$ cat config.mk
export PLATFORM = sky130hd
export DESIGN_NAME = bp_counter_table
export DESIGN_NICKNAME = d
export VERILOG_FILES = /design/src/rtl/bp_pkg.sv /design/src/rtl/bp_sat_counter.sv /design/src/rtl/bp_counter_table.sv
export SDC_FILE = /design/constraint.sdc
export NUM_CORES = 1
export LEC_CHECK = 0
export BUFFER_PORTS_ARGS = -buffer_cell sky130_fd_sc_hd__buf_2
export CAP_MARGIN = 10
export CORE_MARGIN = 2
export CORE_UTILIZATION = 35
export CTS_CLUSTER_DIAMETER = 150
export DETAILED_ROUTE_END_ITERATION = 8
export PLACE_DENSITY = 0.58
export SYNTH_ARGS = -nofsm -noshare
export SYNTH_HDL_FRONTEND = slang
export SYNTH_HIERARCHICAL = 1
export SYNTH_SLANG_ARGS = --single-unit
$ cat constraint.sdc
create_clock -name clk -period 3 [get_ports clk]
set_clock_uncertainty 0.15 [all_clocks]
set_input_delay 0.6 -clock clk [delete_from_list [all_inputs] [get_ports clk]]
set_output_delay 0.6 -clock clk [all_outputs]
set_load 0.005 [all_outputs]
$ cat src/rtl/bp_pkg.sv
// Shared definitions for the branch-predictor counter table: counter state
// names for the 2-bit case and width-generic saturating counter helpers.
package bp_pkg;

    typedef enum logic [1:0] {
        SNT = 2'b00,
        WNT = 2'b01,
        WT  = 2'b10,
        ST  = 2'b11
    } ctr2_e;

    // Weakly-not-taken: the largest value whose MSB is still clear.
    function automatic logic [31:0] ctr_init(input int unsigned ctr_w);
        return (32'd1 << (ctr_w - 1)) - 32'd1;
    endfunction

    function automatic logic [31:0] ctr_next(input logic [31:0] ctr,
                                             input logic        taken,
                                             input int unsigned ctr_w);
        logic [31:0] top;
        top = (ctr_w >= 32) ? '1 : ((32'd1 << ctr_w) - 32'd1);
        if (taken)
            return (ctr == top) ? ctr : ctr + 32'd1;
        else
            return (ctr == '0) ? ctr : ctr - 32'd1;
    endfunction

endpackage

$ cat src/rtl/bp_sat_counter.sv
// Combinational CTR_W-bit saturating up/down step; msb is the taken
// prediction of the stepped value.
module bp_sat_counter
    import bp_pkg::*;
#(
    parameter int unsigned CTR_W = 2
) (
    input  logic [CTR_W-1:0] cur,
    input  logic             taken,
    output logic [CTR_W-1:0] next,
    output logic             msb
);

    always_comb begin
        next = CTR_W'(ctr_next(32'(cur), taken, CTR_W));
        msb  = next[CTR_W-1];
    end

endmodule

$ cat src/rtl/bp_counter_table.sv
// Table of 2^IDX_W saturating counters indexed by PC, 1-cycle prediction,
// read-modify-write update with same-cycle forwarding. Optional gshare
// indexing is enabled by defining GSHARE_EN.
module bp_counter_table
    import bp_pkg::*;
#(
    parameter int unsigned PC_W   = 32,
    parameter int unsigned IDX_W  = 6,
    parameter int unsigned CTR_W  = 2,
    parameter int unsigned HIST_W = 6
) (
    input  logic             clk,
    input  logic             reset,
    input  logic             pred_valid,
    input  logic [PC_W-1:0]  pred_pc,
    output logic             out_valid,
    output logic             pred_taken,
    output logic [IDX_W-1:0] pred_idx,
    input  logic             upd_valid,
    input  logic [IDX_W-1:0] upd_idx,
    input  logic             upd_taken
);

    localparam int unsigned DEPTH = 1 << IDX_W;

    logic [CTR_W-1:0] ctr_tbl [DEPTH];
    logic [IDX_W-1:0] pc_idx;
    logic [IDX_W-1:0] lookup_idx;
    logic [CTR_W-1:0] upd_cur;
    logic [CTR_W-1:0] upd_next;
    logic             upd_msb;
    logic             fwd_hit;
    logic             unused_pc_bits;

    assign pc_idx         = pred_pc[IDX_W+1:2];
    assign unused_pc_bits = ^{pred_pc[PC_W-1:IDX_W+2], pred_pc[1:0]};

`ifdef GSHARE_EN
    logic [HIST_W-1:0] ghr;

    // Lookup uses the history as it stands before this cycle's update shifts it.
    assign lookup_idx = pc_idx ^ IDX_W'(ghr);

    always_ff @(posedge clk) begin
        if (reset)
            ghr <= '0;
        else if (upd_valid)
            ghr <= HIST_W'({ghr, upd_taken});
    end
`else
    localparam int unsigned UNUSED_HIST_W = HIST_W;
    assign lookup_idx = pc_idx;
`endif

    assign upd_cur = ctr_tbl[upd_idx];
    assign fwd_hit = upd_valid && (upd_idx == lookup_idx);

    bp_sat_counter #(
        .CTR_W (CTR_W)
    ) u_upd_ctr (
        .cur   (upd_cur),
        .taken (upd_taken),
        .next  (upd_next),
        .msb   (upd_msb)
    );

    always_ff @(posedge clk) begin
        if (reset) begin
            for (int unsigned i = 0; i < DEPTH; i++)
                ctr_tbl[i] <= CTR_W'(ctr_init(CTR_W));
            out_valid  <= 1'b0;
            pred_taken <= 1'b0;
            pred_idx   <= '0;
        end else begin
            if (upd_valid)
                ctr_tbl[upd_idx] <= upd_next;
            out_valid <= pred_valid;
            if (pred_valid) begin
                pred_idx   <= lookup_idx;
                pred_taken <= fwd_hit ? upd_msb : ctr_tbl[lookup_idx][CTR_W-1];
            end
        end
    end

endmodule

# Yosys cells after proc, flatten, opt, wreduce, memory -nomap -nowiden
# Memory sizes are Yosys's and may differ from the RTL's.
# Index checks and enable logic that the tools add are counted.
[totals]
reg_bits = 8
wordCells = 23
inputBits = 43
out_inout_bits = 8
mem_count = 1
ramBits = 128
[classes]
add_sub_neg = 2
reduce_logical = 3
eq_ne = 2
n_mux = 12
[memory_table]
columns = ["memory", "words", "width", "read_ports", "rd_ports_with_merged_regs", "write_ports", "line", "source"]
rows = [
  ["ctr_tbl", 64, 2, 2, 0, 64, "bp_counter_table.sv:26", "logic [CTR_W-1:0] ctr_tbl [DEPTH];"],
]
[ops]
columns = ["operator", "n"]
rows = [
  ["2-bit 2-to-1 mux", 4],
  ["1-bit 2-to-1 mux", 7],
  ["6-bit == test", 1],
  ["6-bit 2-to-1 mux", 1],
  ["2-bit by 1-bit adder with 2-bit output, second input constant", 1],
  ["2-bit == test, second input constant", 1],
  ["2-bit logical NOT", 1],
  ["2-bit OR reduction", 1],
  ["2-bit by 1-bit subtractor with 2-bit output, second input constant", 1],
  ["1-bit logical AND", 1],
]

# Depth between registers and ports, before layout
# Gate-level depths: netlist (run 1).
[logic_depth]
ltp_word = 5
mapped_depth = 13
depth_no_buf = 9

# Hierarchy
# Netlist (run 1), hierarchy kept.
[by_module_without_submodules]
columns = ["module", "seq_area_each_um2", "n_inst", "cells_each", "area_each_um2"]
rows = [
  ["bp_counter_table", 4003.8, 1, 626, 7150.6],
  ["bp_sat_counter", 0.0, 1, 4, 33.8],
]

# Worst setup path before layout (run 1)
# OpenSTA, ideal clock, no wires.
[synth_timing]
path_type = "input to register"
from = "input port upd_idx[0]"
to = "memory ctr_tbl[24][0] (data pin)"
path_slack_ps = -221
setup_ps = 273
stages = 11
required_ps = 2577
arrival_ps = 2798
cell_sequence = "buf_4 -> buf_4 -> mux4_2 -> nand2_1 -> a21oi_1 -> a211oi_1 -> o211ai_1 -> maj3_2 -> clkbuf_1 -> nor2_1 -> nand2_1"
[synth_lines]
columns = ["item", "line", "source"]
rows = [
  ["start: declaration", "bp_counter_table.sv:20", "input logic [IDX_W-1:0] upd_idx,"],
  ["end: declaration", "bp_counter_table.sv:26", ""],
]

==> results of run 1 <==
==> what timing repair did <==
action	CTS	global route
setup endpoints to repair	119	118
cloned	1	0
gates resized for setup	10	14
setup buffers	0	1
pin swaps	4	3
==> worst max-delay path: cells and delay by family <==
family | cells | cell delay, ps
adders and majority gates | 1 | 470
AOI/OAI and AO/OA | 3 | 470
and+or+nand+nor | 2 | 390
buffers and inverters | 2 | 310
muxes | 2 | 780
==> layout make-up <==
cell class / instances / share of cell area, %
clock buffers: 17 / 4.73
clock inverters: 15 / 1.71
inverters: 10 / 0.417
multi-input cells: 433 / 33.4
flip-flops and latches: 136 / 44.5
well taps: 270 / 3.76
repair buffers: 131 / 11.5
==> power groups by stage <==
stage                     Sequential, uW  Clock (uW)  Combinational, uW
final                               2140        2080                601
after global routing                2140        2150                634
after CTS                           2140        2090                575
after detailed placement            2180           0                555
after global placement              2170           0                550
after floorplan                     2160           0                354
==> cell families after synthesis <==
kind of cell	share of synthesized area, %
compound gates	10.5
xor+xnor	0.731
fa+ha+maj	0.313
buf+inv	4.27
flops	55.7
mux	13.4
simple gates	15.1
==> through the flow <==
step | setup WS, ps | cell area (um^2) | total power (uW) | utilization, %
final | -25.2 | 8990 | 4810 | 44.6
after global routing | -111 | 8990 | 4920 | 44.6
after CTS | 4.30 | 8920 | 4800 | 44.2
after detailed placement | -632 | 8300 | 2730 | 41.2
after global placement | -619 | 8300 | 2720 | 41.2
after floorplan | -32.0 | 7330 | 2520 | -
==> state kept, by name (all words and copies together), names as in the netlist <==
name        count
pred_idx        6
pred_taken      1
out_valid       1
ctr_tbl       128
==> cells in the mapped netlist, types with 6 or more instances <==
library cell	number
nand2_1	108
mux2_2	9
a221oi_1	16
buf_4	8
inv_1	9
xnor2_1	6
nor2b_1	13
o22ai_1	6
nand3_1	8
clkbuf_1	29
mux2i_1	21
nor2_1	85
o21ai_0	58
edfxtp_1	128
mux4_2	23
buf_2	11
dfxtp_1	8
==> layer usage <==
metal / vias to the layer above / wire [um]
li1: 2552 / -
met1: 2856 / 9230
met2: 351 / 11000
met3: 69 / 2410
met4: 0 / 1020
met5: - / 0
==> path summary, 6_finish.rpt <==
check,from,end,slack [ps],depth (start not counted)
max,upd_idx[1],ctr_tbl[17][0]$_SDFFCE_PN1P_,-30,10
min,reset,pred_idx[5]$_SDFFE_PP0P_,310,2
max reg2reg,ctr_tbl[21][1]$_SDFFCE_PN0P_,ctr_tbl[17][0]$_SDFFCE_PN1P_,-10,9
min reg2reg,pred_idx[4]$_SDFFE_PP0P_,pred_idx[4]$_SDFFE_PP0P_,340,2
==> impl_metrics.toml, run 1 <==
[floorplanning]
die_w_um = 147
row_count = 52
pin_count = 51
initial_core_util_pct = 35.6
die-area_um2 = 21700
die_h_um = 147
core-area_um2 = 20200

[yosys]
ys_ff_latch = 136
syn_nets = 673
yosysWarnings = 6
synthArstFlopShare_pct = 0
yosysSeqAreaShare_pct = 55.7
synth_top_area_share_pct = 53.5
yosysTopAreaCell = "edfxtp_1"
synth-edff-count = 128
syn_area_um2 = 7180
synth_area_leaders = "edfxtp_1 (54%), mux4_2 (7.2%), nand2_1 (5.6%)"
synth_ff_type = "edfxtp_1"
syn_area_per_cell_um2 = 11.4
syn_inst = 630
synth_cell_types = 53

[grt]
grtUsageMet3_pct = 5.03
grt_overflow = 0
gr-usage-all-layers_pct = 22.3
grtUsageMet2_pct = 35.6
antenna_found_initial = 0
grt_pass1_wl_um = 35100
met1_usage_pct = 29.0
top_usage_layer = "met2"
grt_pass1_vias = 5780
grt_max_degree = 65

[power]
seq_power_share_pct = 44.4
vdd_ir_drop_max_uv = 263
clkPwrFrac_pct = 43.1
p_comb_share_pct = 12.5
p_per_area_nw_per_um2 = 535
p_sw_share_pct = 25.7
p_switching_uw = 1240
leakage_uw = 0.00305
p_int_uw = 3580

[clock_tree]
cts_root_buf = "clkbuf_16"
clk_path_buf_depth = 2
clock_latency_ps = 440
hold_buffers = 0
h-tree-depth = 4
cts_buffers = 17
clkTransAtPathRegs_ps = 60
cts_tree = "yes"
clock-sinks = 136

[sta]
layout_min_cycle_time_ps = 3030
worst_pin_slew_ps = 697
timing.hold.ws_ps = 306
fmaxAchievable_mhz = 331
hold_violations = 0
fin_crit_sh_pct = 101
fin_ws_ps = -25.2
rsz0062_at_grt = "true"
fin_setup_tns_ps = -127
relSlewSlack_pct = 53.3
slew_violations = 0
setup-violations-final = 11

[detailed_routing]
drt_pass1_iterations = 5
wirelength_um = 23600
ant_nets = 0
vias = 5828
avgViaCountPerCell = 5.76
drtIter0Drc = 787
drc = 0
post_drt_wl_per_cell_um = 23.3

[finish]
multiInputGateArea_um2 = 3000
diodes = 0
finalNonFillerCells = 1012
fin_nets = 772
final_cell_mix = "edfxtp_1 (128), nand2_1 (100), buf_4 (97)"
mostFrequentLayoutCell = "edfxtp_1"
area_growth_pct = 25.2
register_area_um2 = 4000
drive_gt1_share_pct = 30.7
n_fill_cell = 1838

[setup_path]
max_stage_delay_ps = 490
slowest_stage = "mux4_2"
cp.required_ps = 3030
worstPathCellList = "buf_4 -> buf_12 -> mux4_2 -> mux2i_1 -> o22ai_1 -> a21oi_1 -> o211ai_1 -> maj3_4 -> nor2_1 -> nand2_1"
arrival_ps = 3050
crit_type = "input pin to flop"
critPathCaptureType = "flop"
crit_fanout = 7
startpoint_type = "input pin"

[placement]
hpwl_um = 17100
routabilityCongestion = 0.904
io_buffers = 24
dp.cells = 978

[run]
max-cap-violations = 0

[run_status]
status = "complete, but fails checks"
failed_checks = "negative setup slack"

[hold_path]
hold_class = "input pin to flop"
(Power assumes the default switching activity.)
==> inputs of run 2 (changes only) <==
Settings changed: TNS_END_PERCENT set to 20.
==> run 2 against run 1 <==
  * The run now ends clean
  * Routed wire length grew 3.5%
  * Combinational power is 5.3% higher
  * Via count grew 1.8%
  * Clock power rose by 4%
  * Register-to-register slack better by 60 ps
  * Cell area is 1.9% higher
  * First-iteration DRC count grew 7.1%
  * Largest cell class unchanged
==> impl_metrics.toml, run 2 (same netlist as run 1, synthesis figures left out) <==
[detailed_routing]
vias = 5930
drc = 0
drtIter0Drc = 843
post_drt_wl_per_cell_um = 24.0
wirelength_um = 24400
avgViaCountPerCell = 5.82
ant_nets = 0
drt_pass1_iterations = 6

[grt]
grtUsageMet2_pct = 36.5
met1_usage_pct = 30.9
grt_pass1_vias = 5940
grtUsageMet3_pct = 4.84
top_usage_layer = "met2"
grt_pass1_wl_um = 36800
gr-usage-all-layers_pct = 23.1
grt_overflow = 0
grt_max_degree = 33
antenna_found_initial = 0

[setup_path]
r2r-end = "ctr_tbl[22][0]$_SDFFCE_PN1P_"
crit_type = "input pin to flop"
reg2reg_depth = 7
path_buf_inv = 4
cp.depth = 11
endpoint = "ctr_tbl[22][1]$_SDFFCE_PN0P_"
crit_fanout = 8
worstPathCellList = "clkbuf_4 -> buf_12 -> mux2_2 -> a221o_1 -> a22oi_2 -> a2bb2oi_1 -> nand4_1 -> maj3_2 -> buf_4 -> buf_4 -> and2_1"
critPathCaptureType = "flop"
cp.required_ps = 3030
slowest_stage = "maj3_2"
arrival_ps = 3030
startpoint_type = "input pin"
startpoint = "upd_idx[2]"
cpLargestDelayFamily = "compound AO/OA/AOI/OAI gates"
r2r_setup_slack_ps = 50
r2r-start = "ctr_tbl[21][1]$_SDFFCE_PN0P_"
max_stage_delay_ps = 380
cp_common_cell = "buf_4"

[sta]
fmaxAchievable_mhz = 334
layout_min_cycle_time_ps = 3000
fin_ws_ps = 2.44
worst_pin_slew_ps = 484
relSlewSlack_pct = 67.6
slew_violations = 0
fin_setup_tns_ps = 0
hold_violations = 0
fin_crit_sh_pct = 99.9
setup-violations-final = 0

[finish]
largest_reg_flops = 128
reg_top3 = "ctr_tbl (128), pred_idx (6)"
drive_gt1_share_pct = 31.8
area_growth_pct = 27.5
diodes = 0
final_cell_mix = "edfxtp_1 (128), buf_4 (106), nand2_1 (101)"
fin_nets = 781
n_fill_cell = 1889
regMostFlops = "ctr_tbl"
mostFrequentLayoutCell = "edfxtp_1"

[clock_tree]
clk_path_buf_depth = 2
cts_buffers = 17
clkTransAtPathRegs_ps = 60
clock-sinks = 136
hold_buffers = 0
cts_tree = "yes"
cts_root_buf = "clkbuf_16"
h-tree-depth = 4
clock_latency_ps = 430

[run_status]
status = "completed"

[floorplanning]
die-area_um2 = 21700
core-area_um2 = 20200
initial_core_util_pct = 35.6
die_h_um = 147
row_count = 52
die_w_um = 147
pin_count = 51

[placement]
detailedPlace.worstSlack_ps = -689
io_buffers = 24
routabilityCongestion = 0.969
hpwl_um = 17800

[power]
vdd_ir_drop_max_uv = 296
leakage_uw = 0.00313
p_per_area_nw_per_um2 = 539

[run]
max-cap-violations = 0

[hold_path]
hold_class = "input pin to flop"
-- run 2: changes by cell type in the layout (fill, tap and decap cells not counted), sizes merged --
cell / change
inv: -2
clkinvlp: -5
bufinv: +2
buf: +8
clkbuf: +4
-- run 2: how the worst min path moves through the flow --
stage / cells after the start / endpoint / slack, ps / startpoint
floorplan: 2 / pred_idx[0]$_SDFFE_PP0P_ / 340 / pred_idx[0]$_SDFFE_PP0P_
global placement: 2 / pred_idx[5]$_SDFFE_PP0P_ / 320 / pred_idx[5]$_SDFFE_PP0P_
detailed placement: 2 / pred_idx[5]$_SDFFE_PP0P_ / 330 / pred_idx[5]$_SDFFE_PP0P_
CTS: 2 / pred_idx[0]$_SDFFE_PP0P_ / 320 / reset
global route: 2 / pred_idx[1]$_SDFFE_PP0P_ / 330 / reset
finish: 2 / pred_idx[0]$_SDFFE_PP0P_ / 330 / reset
-- run 2: power breakdown --
part / switching, uW / internal [uW]
Sequential: 27.2 / 2110
Clock: 789 / 1370
Combinational: 372 / 261
-- run 2: layer usage --
metal / share of wire [%] / up-vias
met3: 8.9 / 61
met4: 3.6 / 0
li1: - / 2563
met1: 41 / 2928
met5: 0 / -
met2: 47 / 378
-- run 2: worst register-to-register path, stage by stage, from the launching register on --
cell and delay [ps]:
edfxtp_1 400, mux4_2 500, mux2i_2 220, o22ai_1 130, a211oi_1 230, o211ai_1 200
maj3_4 500, or3_1 380
-- run 2: cell type report --
type	count	area, um^2	area share [%]
clock inverters	10	154	1.68
inverters	10	37.5	0.410
flip-flops and latches	136	4000	43.7
clock buffers	20	437	4.77
repair buffers	140	1100	12.0
well taps	270	338	3.69
multi-input cells	433	3090	33.7
-- run 2: timing repair --
item,in CTS,in global routing
endpoints found under the setup margin,123,128
pin swaps,7,5
setup buffers,2,5
gates resized for setup,15,28
gates cloned,1,0
-- run 2: per-stage QoR --
stage	instances	total power (uW)	area, um^2	utilization, %	hold slack, ps
after floorplan	630	2510	7320	-	335
after global placement	981	2730	8330	41.3	317
after detailed placement	981	2740	8330	41.3	333
after CTS	1014	4900	9000	44.6	317
after global routing	1019	5060	9160	45.4	331
final	1019	4930	9160	45.4	330
==> inputs of run 3 (changes only) <==
Settings changed: REMOVE_ABC_BUFFERS set to 1.
==> run 3 against run 2 <==
  * The flow now finishes with violations (negative setup slack)
  * Sequential power about the same
  * Global-route usage decreased by 0.51 points
  * Cell count decreased by 0.29%
  * Via count increased by 0.35%
  * Count of clock-buffer cells in the layout decreased by 3
  * Largest power group unchanged
==> impl_metrics.toml, run 3 (same netlist as run 1, synthesis figures left out) <==
[run_status]
status = "complete, but fails checks"
failed_checks = "negative setup slack"

[finish]
fin_nets = 776
reg_top3 = "ctr_tbl (128), pred_idx (6)"
drive_gt1_share_pct = 32.0
largest_reg_flops = 128
multiInputGateArea_um2 = 3040
final_area_um2 = 9100
area_growth_pct = 26.7
register_area_um2 = 4000
regMostFlops = "ctr_tbl"
final_cell_mix = "edfxtp_1 (128), buf_4 (103), nand2_1 (97)"
diodes = 0
n_fill_cell = 1876
mostFrequentLayoutCell = "edfxtp_1"

[grt]
antenna_found_initial = 0
grt_pass1_vias = 5855
gr-usage-all-layers_pct = 22.6
grt_pass1_wl_um = 36000
grt_overflow = 0
grt_max_degree = 46

[clock_tree]
hold_buffers = 0
cts_root_buf = "clkbuf_16"
clock_latency_ps = 430
h-tree-depth = 4
clock-sinks = 136
clk_path_buf_depth = 2
cts_buffers = 17
cts_tree = "yes"
clkTransAtPathRegs_ps = 60

[detailed_routing]
drt_pass1_iterations = 6
drc = 0
ant_nets = 0
vias = 5951
drtIter0Drc = 863
avgViaCountPerCell = 5.86
wirelength_um = 24100
post_drt_wl_per_cell_um = 23.7

[setup_path]
r2r-start = "ctr_tbl[23][1]$_SDFFCE_PN0P_"
r2r-end = "ctr_tbl[36][0]$_SDFFCE_PN1P_"
crit_type = "input pin to flop"
critPathCaptureType = "flop"
startpoint_type = "input pin"
r2r_setup_slack_ps = -80
reg2reg_depth = 10
cp.required_ps = 3030
arrival_ps = 3160
crit_fanout = 21

[power]
power.total_uw = 5050
vdd_ir_drop_max_uv = 257
p_per_area_nw_per_um2 = 555
leakage_uw = 0.00309

[run]
max-cap-violations = 0

[sta]
fin_crit_sh_pct = 104
fin_ws_ps = -123
rsz0062_at_grt = "true"
setup-violations-final = 126
hold_violations = 0
fmaxAchievable_mhz = 320
slew_violations = 0
relSlewSlack_pct = 63.7
worst_pin_slew_ps = 543
layout_min_cycle_time_ps = 3120

[placement]
routabilityCongestion = 0.977
dpl_cell_area_um2 = 8210
io_buffers = 24
hpwl_um = 17500

[floorplanning]
core-area_um2 = 20200
die_w_um = 147
die_h_um = 147
die-area_um2 = 21700
pin_count = 51
initial_core_util_pct = 35.6
row_count = 52

[hold_path]
min-delay-start = "reset"
hold_class = "input pin to flop"
holdPathEnd = "out_valid$_SDFF_PP0_"
hold_depth = 2
run 3: changes by cell type in the layout (fill, tap and decap cells not counted), moves of 4 or more:
| cell | before | now |
|---|---|---|
| nor2_1 | 77 | 72 |
| a221oi_1 | 11 | 15 |
| nor2_2 | 6 | 11 |
| clkinv_4 | 1 | 5 |
| a221oi_2 | 5 | 1 |
| nand2_2 | 1 | 6 |
| nand2_1 | 101 | 97 |
run 3: worst max-delay path by stage:
stage,endpoint,start,slack [ps]
5_1_grt,ctr_tbl[32][0]$_SDFFCE_PN1P_,ctr_tbl[51][1]$_SDFFCE_PN0P_,-140
4_1_cts,ctr_tbl[21][0]$_SDFFCE_PN1P_,ctr_tbl[21][1]$_SDFFCE_PN0P_,-6
3_5_place_dp,ctr_tbl[56][1]$_SDFFCE_PN0P_,upd_idx[1],-680
6_report,ctr_tbl[36][0]$_SDFFCE_PN1P_,upd_idx[2],-120
3_3_place_gp,ctr_tbl[58][1]$_SDFFCE_PN0P_,upd_idx[1],-670
2_1_floorplan,ctr_tbl[32][0]$_SDFFCE_PN1P_,upd_idx[2],180
run 3: critical path, cell delays in order:
cell and delay, ps:
buf_4 210, and2_0 330, buf_4 230, a221oi_1 310
o21ai_0 140, a21oi_1 180, o211ai_1 240, maj3_2 470
nor2b_1 160, buf_4 190, nand2_1 70
run 3: layout make-up:
cell class,count,area share [%]
clock inverter,15,2.47
tap,270,3.71
multi-input combinational,434,33.4
inverter,10,0.412
clock buffer,17,4.67
timing repair buffer,134,11.3
sequential,136,44.0
run 3: repair_timing:
| action | CTS | global route |
|---|---|---|
| setup endpoints to repair | 126 | 126 |
| pin swaps | 8 | 18 |
| setup buffers | 1 | 2 |
| gates cloned | 1 | 1 |
| gates resized for setup | 9 | 48 |
run 3: stage by stage:
step	utilization (%)	hold slack, ps	std cells	setup WS, ps	setup TNS, ps
CTS	44.2	300	1013	-5.81	-10.6
global route	45.1	312	1016	-135	-8410
global placement	40.7	315	979	-666	-71080
detailed placement	40.7	326	979	-678	-72430
finish	45.1	313	1016	-123	-7710
floorplan	-	335	578	176	0
run 3: power breakdown:
part | total [uW] | switching (uW) | internal (uW)
sequential | 2140 | 25.0 | 2110
combinational | 600 | 359 | 241
clock | 2310 | 835 | 1480
total | 5050 | 1220 | 3830
run 3: routing by layer:
metal | GRT usage [%] | wire length, um | vias to the layer above
met3 | 5.84 | 2490 | 63
li1 | - | - | 2549
met5 | 0 | 0 | -
met1 | 29.9 | 9440 | 2950
met2 | 35.1 | 11200 | 389
met4 | 10.3 | 955 | 0
